### config.mk
export PLATFORM = sky130hd
export DESIGN_NAME = conv3x3_engine
export DESIGN_NICKNAME = d
export VERILOG_FILES = /design/src/rtl/conv3x3_engine.sv
export SDC_FILE = /design/constraint.sdc
export NUM_CORES = 1
export LEC_CHECK = 0
export CAP_MARGIN = 20
export CORE_MARGIN = 2
export CORE_UTILIZATION = 30
export DETAILED_ROUTE_END_ITERATION = 6
export PLACE_DENSITY = 0.49
export SYNTH_ARGS = -nofsm -noshare
export SYNTH_HDL_FRONTEND = slang
export SYNTH_SLANG_ARGS = --single-unit
export TNS_END_PERCENT = 5
### constraint.sdc
create_clock -name clk -period 9.8 [get_ports clk]
set_input_delay 1.96 -clock clk [delete_from_list [all_inputs] [get_ports clk]]
set_output_delay 1.96 -clock clk [all_outputs]
set_load 0.1 [all_outputs]
### src/rtl/conv3x3_engine.sv
// conv3x3_engine: walks every interior 3x3 window of the image held in the
// upstream RAM, convolves it with a latched signed kernel, scales by an
// arithmetic right shift, clamps to 0..255 and hands each result to the
// output buffer over a valid/ready handshake in raster order.
module conv3x3_engine #(
   parameter int IMG_W  = 64,
   parameter int IMG_H  = 64,
   parameter int ADDR_W = 12,
   parameter int SHIFT  = 4
) (
   input  logic              clk,
   input  logic              rst,
   input  logic              start,
   input  logic [71:0]       kernel,
   output logic              mem_r_en,
   output logic [ADDR_W-1:0] mem_addr,
   input  logic [7:0]        mem_rdata,
   output logic              out_valid,
   input  logic              out_ready,
   output logic [7:0]        out_data,
   output logic [ADDR_W-1:0] out_addr,
   output logic              busy,
   output logic              done
);

   localparam logic [2:0] S_IDLE  = 3'd0;
   localparam logic [2:0] S_READ  = 3'd1;
   localparam logic [2:0] S_DRAIN = 3'd2;
   localparam logic [2:0] S_EMIT  = 3'd3;
   localparam logic [2:0] S_DONE  = 3'd4;

   logic [2:0]          state_reg;
   logic [ADDR_W-1:0]   r_reg, c_reg;
   logic [3:0]          tap_reg;     // index of the read currently on the RAM port
   logic signed [19:0]  acc_reg;
   logic [71:0]         kernel_reg;

   logic signed [7:0]   coef [9];
   logic signed [7:0]   coef_sel;
   logic signed [19:0]  prod, sum, shifted;
   logic [7:0]          clamp_val;
   logic                last_col, last_px;
   logic [ADDR_W-1:0]   r_next, c_next;

   // Unpack the latched kernel into its nine signed taps
   generate
      for (genvar gi = 0; gi < 9; gi++) begin : g_coef
         assign coef[gi] = kernel_reg[8*gi +: 8];
      end
   endgenerate

   // RAM address of tap t of the window whose top-left corner is (rr, cc)
   function automatic logic [ADDR_W-1:0] tap_addr(input logic [ADDR_W-1:0] rr,
                                                  input logic [ADDR_W-1:0] cc,
                                                  input logic [3:0] t);
      int unsigned dy, dx, a;
      dy = (t >= 4'd6) ? 2 : ((t >= 4'd3) ? 1 : 0);
      dx = 32'(t) - 3 * dy;
      a  = (32'(rr) + dy) * unsigned'(IMG_W) + 32'(cc) + dx;
      return a[ADDR_W-1:0];
   endfunction

   // Linear index of output pixel (rr, cc) in the shrunken image
   function automatic logic [ADDR_W-1:0] pix_addr(input logic [ADDR_W-1:0] rr,
                                                  input logic [ADDR_W-1:0] cc);
      int unsigned a;
      a = 32'(rr) * unsigned'(IMG_W - 2) + 32'(cc);
      return a[ADDR_W-1:0];
   endfunction

   // The data on mem_rdata belongs to the previous tap, so pair it with that coefficient
   always_comb begin
      coef_sel = '0;
      if (tap_reg != 4'd0 && tap_reg <= 4'd9)
         coef_sel = coef[tap_reg - 4'd1];
   end

   assign prod    = $signed({12'd0, mem_rdata}) * $signed({{12{coef_sel[7]}}, coef_sel});
   assign sum     = acc_reg + prod;
   assign shifted = sum >>> SHIFT;

   // Saturate the scaled sum into an unsigned byte
   always_comb begin
      clamp_val = shifted[7:0];
      if (shifted < 20'sd0)
         clamp_val = 8'd0;
      else if (shifted > 20'sd255)
         clamp_val = 8'd255;
   end

   assign last_col = (c_reg == ADDR_W'(IMG_W - 3));
   assign last_px  = last_col && (r_reg == ADDR_W'(IMG_H - 3));
   assign c_next   = last_col ? '0 : c_reg + 1'b1;
   assign r_next   = last_col ? r_reg + 1'b1 : r_reg;

   assign busy = (state_reg == S_READ) || (state_reg == S_DRAIN) || (state_reg == S_EMIT);

   // Control FSM, read sequencing, accumulation and output register
   always_ff @(posedge clk or posedge rst) begin
      if (rst) begin
         state_reg  <= S_IDLE;
         r_reg      <= '0;
         c_reg      <= '0;
         tap_reg    <= '0;
         acc_reg    <= '0;
         kernel_reg <= '0;
         mem_r_en   <= 1'b0;
         mem_addr   <= '0;
         out_valid  <= 1'b0;
         out_data   <= '0;
         out_addr   <= '0;
         done       <= 1'b0;
      end else begin
         done <= 1'b0;
         case (state_reg)
            S_IDLE: begin
               if (start) begin
                  kernel_reg <= kernel;
                  r_reg      <= '0;
                  c_reg      <= '0;
                  tap_reg    <= '0;
                  acc_reg    <= '0;
                  mem_r_en   <= 1'b1;
                  mem_addr   <= tap_addr('0, '0, 4'd0);
                  state_reg  <= S_READ;
               end
            end
            S_READ: begin
               acc_reg <= sum;
               tap_reg <= tap_reg + 4'd1;
               if (tap_reg == 4'd8) begin
                  // address stays on tap 8; the last product is folded in during DRAIN
                  mem_r_en  <= 1'b0;
                  state_reg <= S_DRAIN;
               end else begin
                  mem_addr <= tap_addr(r_reg, c_reg, tap_reg + 4'd1);
               end
            end
            S_DRAIN: begin
               out_data  <= clamp_val;
               out_addr  <= pix_addr(r_reg, c_reg);
               out_valid <= 1'b1;
               state_reg <= S_EMIT;
            end
            S_EMIT: begin
               if (out_ready) begin
                  out_valid <= 1'b0;
                  acc_reg   <= '0;
                  tap_reg   <= '0;
                  r_reg     <= r_next;
                  c_reg     <= c_next;
                  if (last_px) begin
                     done      <= 1'b1;
                     state_reg <= S_DONE;
                  end else begin
                     mem_r_en  <= 1'b1;
                     mem_addr  <= tap_addr(r_next, c_next, 4'd0);
                     state_reg <= S_READ;
                  end
               end
            end
            S_DONE: begin
               state_reg <= S_IDLE;
            end
            default: begin
               state_reg <= S_IDLE;
            end
         endcase
      end
   end

endmodule

==> results of run 1 <==
## per-layer routing
metal | vias to the layer above | GRT usage (%) | part of all wire, %
met3 | 21 | 2.81 | 3.5
li1 | 4753 | - | -
met1 | 4727 | 24.1 | 51
met2 | 147 | 25.5 | 45
met4 | 2 | 3.65 | 0.95
met5 | - | 0 | 0.020
## cell families (layout without fill, tap and decap cells)
kind of cell | count (synthesis) | after routing | synth area share (%)
adders and majority gates | 201 | 201 | 25.0
muxes | 22 | 22 | 3.54
buffers and inverters | 177 | 291 | 5.37
xor gates and xnor gates | 80 | 80 | 5.60
DFF | 158 | 158 | 31.6
AOI/OAI and AO/OA | 217 | 217 | 10.6
and+or+nand+nor | 520 | 520 | 18.4
## how the worst max path moves through the flow
stage	start	to	slack (ns)	cells after the start
2_1_floorplan	tap_reg[0]	out_data[0]	1.89	30
3_3_place_gp	mem_rdata[0]	out_data[2]	1.72	19
3_5_place_dp	mem_rdata[0]	out_data[0]	1.61	19
4_1_cts	tap_reg[1]	out_data[0]	1.72	25
5_1_grt	tap_reg[1]	out_data[5]	1.22	25
6_report	tap_reg[1]	out_data[0]	1.73	25
## layout make-up
cell class | instances | share of cell area [%]
multi-input cells | 1040 | 53.0
clock inverters | 14 | 0.981
flip-flops and latches | 158 | 26.5
well taps | 532 | 4.46
inverters | 128 | 3.25
repair buffers | 131 | 8.86
clock buffers | 18 | 2.94
## per-stage QoR
| step | instance area [µm²] | setup slack [ns] | util (%) | std cells | hold slack (ns) |
|---|---|---|---|---|---|
| after detailed placement | 14300 | 1.61 | 34.8 | 1986 | 0.461 |
| after CTS | 14900 | 1.72 | 36.2 | 2018 | 0.479 |
| final | 14900 | 1.73 | 36.4 | 2021 | 0.471 |
| after global routing | 14900 | 1.22 | 36.4 | 2021 | 0.503 |
| after global placement | 14300 | 1.72 | 34.8 | 1986 | 0.456 |
| after floorplan | 12500 | 1.89 | - | 1375 | 0.437 |
## worst reg2reg max path, delay by kind of cell, from the launching register on
kind	cells	cell delay, ns
adder cells (fa/ha/maj)	7	3.76
flip-flops	1	0.45
multiplexers	1	0.35
buffers and inverters	4	0.25
AO/OA/AOI/OAI	7	1.29
XOR/XNOR	1	0.16
AND/OR/NAND/NOR	5	1.68
## cell usage after synthesis, drive strengths merged (5+ instances only)
cell | n | share of area (%)
nor3 | 14 | 0.60
dfrtp | 158 | 32
buf | 10 | 0.36
a22o | 10 | 0.70
or3 | 6 | 0.30
ha | 120 | 12
a31oi | 14 | 0.82
and3 | 7 | 0.35
and2 | 38 | 1.9
mux4 | 16 | 2.9
inv | 128 | 3.8
nand4 | 12 | 0.60
a21oi | 67 | 2.7
nand2 | 323 | 9.7
xor2 | 27 | 1.9
o21bai | 10 | 0.60
xnor2 | 53 | 3.7
mux2 | 5 | 0.45
nor2b | 7 | 0.35
fa | 81 | 13
o21ai | 69 | 2.8
a21o | 12 | 0.72
o31ai | 9 | 0.54
nor2 | 62 | 1.9
clkbuf | 39 | 1.2
nand3 | 25 | 1.0
==> impl_metrics.py, run 1 <==
metrics = {
    "status": {
        "status": "finished, final reports clean",
    },
    "logic_synthesis": {
        "synthFlopType": "dfrtp_1",
        "syn-instance-count": 1375,
        "synth_edf_count": 0,
        "ys_ff_latch": 158,
        "ys_types": 61,
        "avgSynthCellArea_um2": 9.10,
        "yosys_warnings": 0,
        "syn-cell-area_um2": 12500,
        "syn_nets": 1660,
        "ys_seq_area_share_pct": 31.6,
        "ys_async_sr_fraction_pct": 100,
    },
    "placed_design": {
        "routabilityCongestion": 0.835,
        "portBuffers": 119,
        "dpl.hpwl_mm": 26.2,
    },
    "cts": {
        "ctsHtreeMaxLevel": 4,
        "root_buffer": "clkbuf_16",
        "post_cts_buffers": 0,
        "cts_resized": 0,
        "worstSkewPairLatency_ns": 0.45,
        "cts_buffers": 17,
        "clkSinkCount": 158,
        "cts_buffer_depth": 2,
        "clk_pin_slew_worst_paths_ns": 0.07,
        "cts_tree": "done",
        "holdBufCountCts": 0,
    },
    "worst_setup_path": {
        "r2r_cells": 25,
        "crit_buf_inv": 4,
        "crit_fanout": 19,
        "cp-end-kind": "register",
        "ff2ff_setup_slack_ns": 1.73,
        "r2r_start": "tap_reg[1]",
        "timing.rr.end": "out_data[0]",
        "required_ns": 10.10,
        "criticalPathCategory": "register to register",
        "path_common_cell": "fa_1",
        "max_stage_delay_ns": 0.86,
        "crit_path_start_kind": "register",
        "arrival_ns": 8.37,
        "cp_top_family": "adder cells",
        "crit_slowest_cell": "ha_1",
    },
    "sta": {
        "period_minus_slack_ns": 8.07,
        "skew_ns": 0.0137,
        "setup_viol_count_final": 0,
        "slew_viol_final": 0,
        "finalHoldViolCount": 0,
        "clock.fmax_mhz": 124,
        "rsz0062_at_grt": "no",
        "tightest_slew_ns": 1.11,
        "relSlewSlack_pct": 26.0,
        "finalCritPeriodShare_pct": 82.4,
        "final.setup.tns_ns": 0,
    },
    "cells_and_area": {
        "fin_nets": 1761,
        "final_common_cell": "nand2_1",
        "fillers": 4142,
        "final_cell_mix": "323 x nand2_1, 158 x dfrtp_1, 127 x inv_1",
        "area_growth_syn_to_layout_pct": 19.2,
        "multi_input_area_um2": 7910,
        "ff_latch_area_um2": 3950,
        "antenna_cells": 0,
        "largest_reg_flops": 72,
        "drive_gt1_share_pct": 5.57,
    },
    "min_path": {
        "hold_path_end": "kernel_reg[47]",
        "hp-class": "register to register",
        "min_from": "kernel_reg[47]",
        "holdPathStages": 2,
    },
    "global_route": {
        "grt_use_total_pct": 16.5,
        "antenna_found_initial": 1,
        "grt_pass1_wl_mm": 56.3,
        "grt_pass1_vias": 9895,
        "grt_start_max_net_pins": 98,
        "overflow": 0,
    },
    "die": {
        "die_w_um": 208,
        "start_util_pct": 30.5,
        "rows": 74,
        "core-area_um2": 41000,
        "ioPinCount": 120,
        "die_area_um2": 43400,
        "die_y_um": 208,
    },
    "route": {
        "drt_pass1_iterations": 5,
        "drt_iter0_drc": 513,
        "wl_per_cell_um": 17.0,
        "detail-route-antenna-nets": 0,
        "vias": 9650,
        "routed_wl_mm": 34.4,
        "route.detailed.drc": 0,
        "viasPerCell": 4.77,
    },
    "job": {
        "max_cap_violations": 0,
    },
}
Power of run 1 is not shown: default switching activity piles up to over one toggle a cycle in this logic, so the estimate is an artifact.
==> inputs of run 2 (changes only) <==
Settings changed: PLACE_DENSITY 0.49 to 0.51.
Clock period 9.8 ns to 7.23 ns, I/O delays scaled along.
==> impl_metrics.py, run 2 (synthesis results as in run 1) <==
metrics = {
    "status": {
        "status": "finished, final reports clean",
    },
    "cts": {
        "cts_tree": "done",
        "clk_pin_slew_worst_paths_ns": 0.07,
        "root_buffer": "clkbuf_16",
        "ctsHtreeMaxLevel": 4,
        "cts_buffer_depth": 2,
        "cts_buffers": 17,
        "clkSinkCount": 158,
        "worstSkewPairLatency_ns": 0.44,
    },
    "cells_and_area": {
        "largest_reg_flops": 72,
        "drive_gt1_share_pct": 8.21,
        "final_cell_mix": "323 x nand2_1, 157 x dfrtp_1, 127 x inv_1",
        "finalNonFillerCells": 2055,
        "fin_nets": 1795,
        "multi_input_area_um2": 7970,
        "antenna_cells": 0,
        "area_growth_syn_to_layout_pct": 21.5,
        "ff_latch_area_um2": 3960,
        "fillers": 4214,
        "final_common_cell": "nand2_1",
    },
    "job": {
        "max_cap_violations": 0,
    },
    "global_route": {
        "antenna_found_initial": 1,
        "grt_pass1_vias": 10000,
        "overflow": 0,
        "grt_start_max_net_pins": 82,
        "grt_use_total_pct": 16.3,
        "grt_pass1_wl_mm": 55.8,
    },
    "worst_setup_path": {
        "r2r_cells": 25,
        "r2r_start": "tap_reg[0]",
        "timing.rr.end": "out_data[2]",
        "criticalPathCategory": "register to register",
        "crit_fanout": 12,
        "ff2ff_setup_slack_ns": 0.35,
        "crit_path_start_kind": "register",
        "arrival_ns": 7.19,
        "startpoint": "tap_reg[0]",
        "cp-end-kind": "register",
        "required_ns": 7.55,
    },
    "sta": {
        "relSlewSlack_pct": 29.9,
        "tightest_slew_ns": 1.05,
        "finalHoldViolCount": 0,
        "clock.fmax_mhz": 145,
        "final.setup.tns_ns": 0,
        "period_minus_slack_ns": 6.88,
        "setup_viol_count_final": 0,
        "finalCritPeriodShare_pct": 95.1,
        "worst_hold_slack_ns": 0.471,
        "skew_ns": 0.0105,
        "slew_viol_final": 0,
    },
    "die": {
        "die_w_um": 208,
        "die_area_um2": 43400,
        "rows": 74,
        "die_y_um": 208,
        "core-area_um2": 41000,
        "start_util_pct": 30.5,
        "ioPinCount": 120,
    },
    "route": {
        "wl_per_cell_um": 16.6,
        "route.detailed.drc": 0,
        "vias": 9830,
        "viasPerCell": 4.78,
        "detail-route-antenna-nets": 0,
        "drt_iter0_drc": 425,
        "drt_pass1_iterations": 4,
        "routed_wl_mm": 34.1,
    },
    "min_path": {
        "hp-class": "register to register",
        "min_from": "kernel_reg[28]",
        "hold_path_end": "kernel_reg[28]",
        "holdPathStages": 2,
    },
    "placed_design": {
        "dp_cells": 2021,
        "routabilityCongestion": 0.850,
        "dpl.hpwl_mm": 26.6,
        "portBuffers": 119,
    },
}
run 2: cell count changes in the layout (fill, tap and decap cells not counted), moves of 2 or more:
cell        delta
buf_4         +33
o21ai_0        -5
o21ai_1        +4
clkbuf_1       +3
inv_8          -3
buf_16         -2
buf_6          +2
clkinvlp_4     +2
inv_6          -2
run 2: worst max-delay path by stage:
stage / end / slack [ns]
floorplan: out_data[0] / 0.01
global placement: out_data[2] / 0.03
detailed placement: out_data[2] / 0.01
CTS: out_data[2] / 0.15
global route: out_data[2] / -0.003
finish: out_data[2] / 0.35
run 2: timing repair:
| action | in CTS | in global routing |
|---|---|---|
| hold buffers | 0 | 0 |
| setup endpoints to repair | 0 | 8 |
| setup buffers | 0 | 2 |
| resized for setup | 0 | 14 |
run 2: metrics by stage:
stage	setup WS (ns)	util [%]	area, µm²
2_1_floorplan	0.0132	-	12600
3_3_place_gp	0.0322	35.5	14600
3_5_place_dp	0.0119	35.5	14600
4_1_cts	0.148	36.9	15100
5_1_grt	-0.00296	37.1	15200
6_report	0.352	37.1	15200
run 2: worst max-delay path, stage by stage (launching register included):
cell and delay [ns]:
dfrtp_2 0.43, inv_1 0.12, ha_4 0.23, buf_12 0.15, mux4_1 0.29, nand4_1 0.17
a31oi_4 0.27, or2b_1 0.27, fa_1 0.51, fa_1 0.56, inv_1 0.06, fa_1 0.50
fa_1 0.55, inv_1 0.05, fa_1 0.51, inv_1 0.04, ha_1 0.35, o21a_1 0.19
o31a_1 0.12, o21ai_2 0.15, o21ai_1 0.10, xor2_1 0.16, or4_4 0.55, nor4_4 0.16
buf_6 0.16, a21oi_1 0.06
run 2: cell type report:
| type | instances | share of cell area (%) |
|---|---|---|
| timing repair buffer | 165 | 10.2 |
| clock inverter | 11 | 0.864 |
| sequential | 158 | 26.0 |
| clock buffer | 21 | 2.96 |
| multi-input combinational | 1040 | 52.4 |
| inverter | 128 | 3.19 |
| tap | 532 | 4.38 |
run 2: metal layers:
metal / global-route usage, % / vias to the layer above / part of all wire, % / wire length (µm)
li1: - / 4823 / - / -
met1: 23.4 / 4838 / 49 / 16800
met2: 25.5 / 138 / 46 / 15700
met3: 2.84 / 29 / 3.5 / 1190
met4: 4.09 / 2 / 1.2 / 417
met5: 0 / - / 0.047 / 16
Power of run 2 is left out for the same reason.
==> inputs of run 3 (changes only) <==
Settings changed: CAP_MARGIN 20 to default, REMOVE_ABC_BUFFERS from default to 1.
==> impl_metrics.py, run 3 (synthesis results as in run 1) <==
metrics = {
    "cells_and_area": {
        "ff_latch_area_um2": 3960,
        "fillers": 4274,
        "final_common_cell": "nand2_1",
        "antenna_cells": 0,
        "area_growth_syn_to_layout_pct": 21.0,
        "final_cell_mix": "323 x nand2_1, 157 x dfrtp_1, 127 x inv_1",
        "fin_nets": 1793,
        "multi_input_area_um2": 7950,
        "largest_reg_flops": 72,
        "drive_gt1_share_pct": 7.82,
    },
    "worst_setup_path": {
        "crit_path_cell_trace": "buf_4 -> or4_4 -> a2111o_1 -> a31oi_4 -> or2b_1 -> fa_1 -> fa_1 -> inv_1 -> fa_1 -> fa_1 -> inv_1 -> fa_1 -> inv_1 -> ha_1 -> o21a_1 -> o31a_1 -> o21ai_2 -> o21ai_1 -> xor2_1 -> or4_1 -> nor4_4 -> buf_6 -> a21oi_1",
        "criticalPathCategory": "register to register",
        "crit_fanout": 8,
        "path_common_cell": "fa_1",
        "arrival_ns": 7.31,
        "r2r_cells": 23,
        "required_ns": 7.56,
        "crit_path_start_kind": "register",
        "max_stage_delay_ns": 0.58,
        "crit_slowest_cell": "or4_1",
        "ff2ff_setup_slack_ns": 0.25,
        "cp-end-kind": "register",
    },
    "sta": {
        "finalCritPeriodShare_pct": 96.5,
        "tightest_slew_ns": 1.12,
        "slew_viol_final": 0,
        "period_minus_slack_ns": 6.98,
        "postLayoutSetupSlackWorst_ns": 0.250,
        "relSlewSlack_pct": 25.3,
        "clock.fmax_mhz": 143,
        "final.setup.tns_ns": 0,
        "setup_viol_count_final": 0,
        "skew_ns": 0.0102,
        "finalHoldViolCount": 0,
        "rsz0062_at_grt": "yes",
    },
    "min_path": {
        "hp-class": "register to register",
        "holdPathStages": 2,
    },
    "die": {
        "core-area_um2": 41000,
        "die_area_um2": 43400,
        "rows": 74,
        "die_w_um": 208,
        "start_util_pct": 30.5,
        "die_y_um": 208,
        "ioPinCount": 120,
    },
    "global_route": {
        "overflow": 0,
        "antenna_found_initial": 1,
        "grt_pass1_wl_mm": 55.1,
        "grt_use_total_pct": 16.2,
        "grt_start_max_net_pins": 92,
        "grt_pass1_vias": 10000,
    },
    "route": {
        "viasPerCell": 4.79,
        "routed_wl_mm": 33.7,
        "drt_iter0_drc": 535,
        "route.detailed.drc": 0,
        "detail-route-antenna-nets": 0,
        "vias": 9829,
        "drt_pass1_iterations": 4,
        "wl_per_cell_um": 16.4,
    },
    "cts": {
        "cts_tree": "done",
        "root_buffer": "clkbuf_16",
        "clkSinkCount": 158,
        "worstSkewPairLatency_ns": 0.46,
        "cts_buffers": 17,
        "cts_buffer_depth": 2,
        "clk_pin_slew_worst_paths_ns": 0.07,
        "ctsHtreeMaxLevel": 4,
        "holdBufCountCts": 0,
    },
    "placed_design": {
        "dpl.hpwl_mm": 26.1,
        "routabilityCongestion": 0.889,
        "pre_cts_slack_ns": 0.0111,
        "portBuffers": 119,
    },
    "job": {
        "max_cap_violations": 0,
    },
    "status": {
        "status": "finished, final reports clean",
    },
}
## run 3: changes by cell type in the layout (fill, tap and decap cells not counted), sizes merged
cell,change
inv,+6
clkinv,+1
clkinvlp,-3
buf,-2
clkbuf,-2
bufinv,-2
## run 3: area by class of cell
| class | instances | share of cell area [%] |
|---|---|---|
| inverter | 128 | 3.21 |
| clock buffer | 19 | 2.86 |
| sequential | 158 | 26.1 |
| timing repair buffer | 163 | 10.2 |
| multi-input combinational | 1040 | 52.5 |
| tap | 532 | 4.39 |
| clock inverter | 13 | 0.793 |
## run 3: critical path: cells and delay by family (launching register included)
kind / cells / cell delay [ns]
XOR/XNOR: 1 / 0.16
flip-flops: 1 / 0.38
buffers and inverters: 5 / 0.47
AO/OA/AOI/OAI: 7 / 1.38
AND/OR/NAND/NOR: 4 / 1.51
adder cells (fa/ha/maj): 6 / 2.95
## run 3: final timing paths
check / start / endpoint
max: tap_reg[1] / out_data[3]
max in group asynchronous: rst / kernel_reg[62]
min in group asynchronous: rst / kernel_reg[55]
min reg2reg: kernel_reg[38] / kernel_reg[38]
max reg2reg: tap_reg[1] / out_data[3]
min: kernel_reg[38] / kernel_reg[38]
## run 3: metal layers
metal,wire [µm],global-route usage [%]
met5,7,0
met4,354,3.75
met3,1240,3.02
met2,15400,25.6
met1,16700,22.9
## run 3: timing repair
action,4_1_cts,5_1_grt
setup endpoints to repair,0,9
buffers inserted,0,0
resized for setup,0,11
## run 3: through the flow
step / std cells / instance area [µm²] / util, % / hold WS, ns
2_1_floorplan: 1326 / 12300 / - / 0.437
3_3_place_gp: 2021 / 14500 / 35.5 / 0.454
3_5_place_dp: 2021 / 14500 / 35.5 / 0.459
4_1_cts: 2053 / 15100 / 36.8 / 0.476
5_1_grt: 2053 / 15100 / 36.9 / 0.492
6_report: 2053 / 15100 / 36.9 / 0.472
Power of run 3 is left out for the same reason.
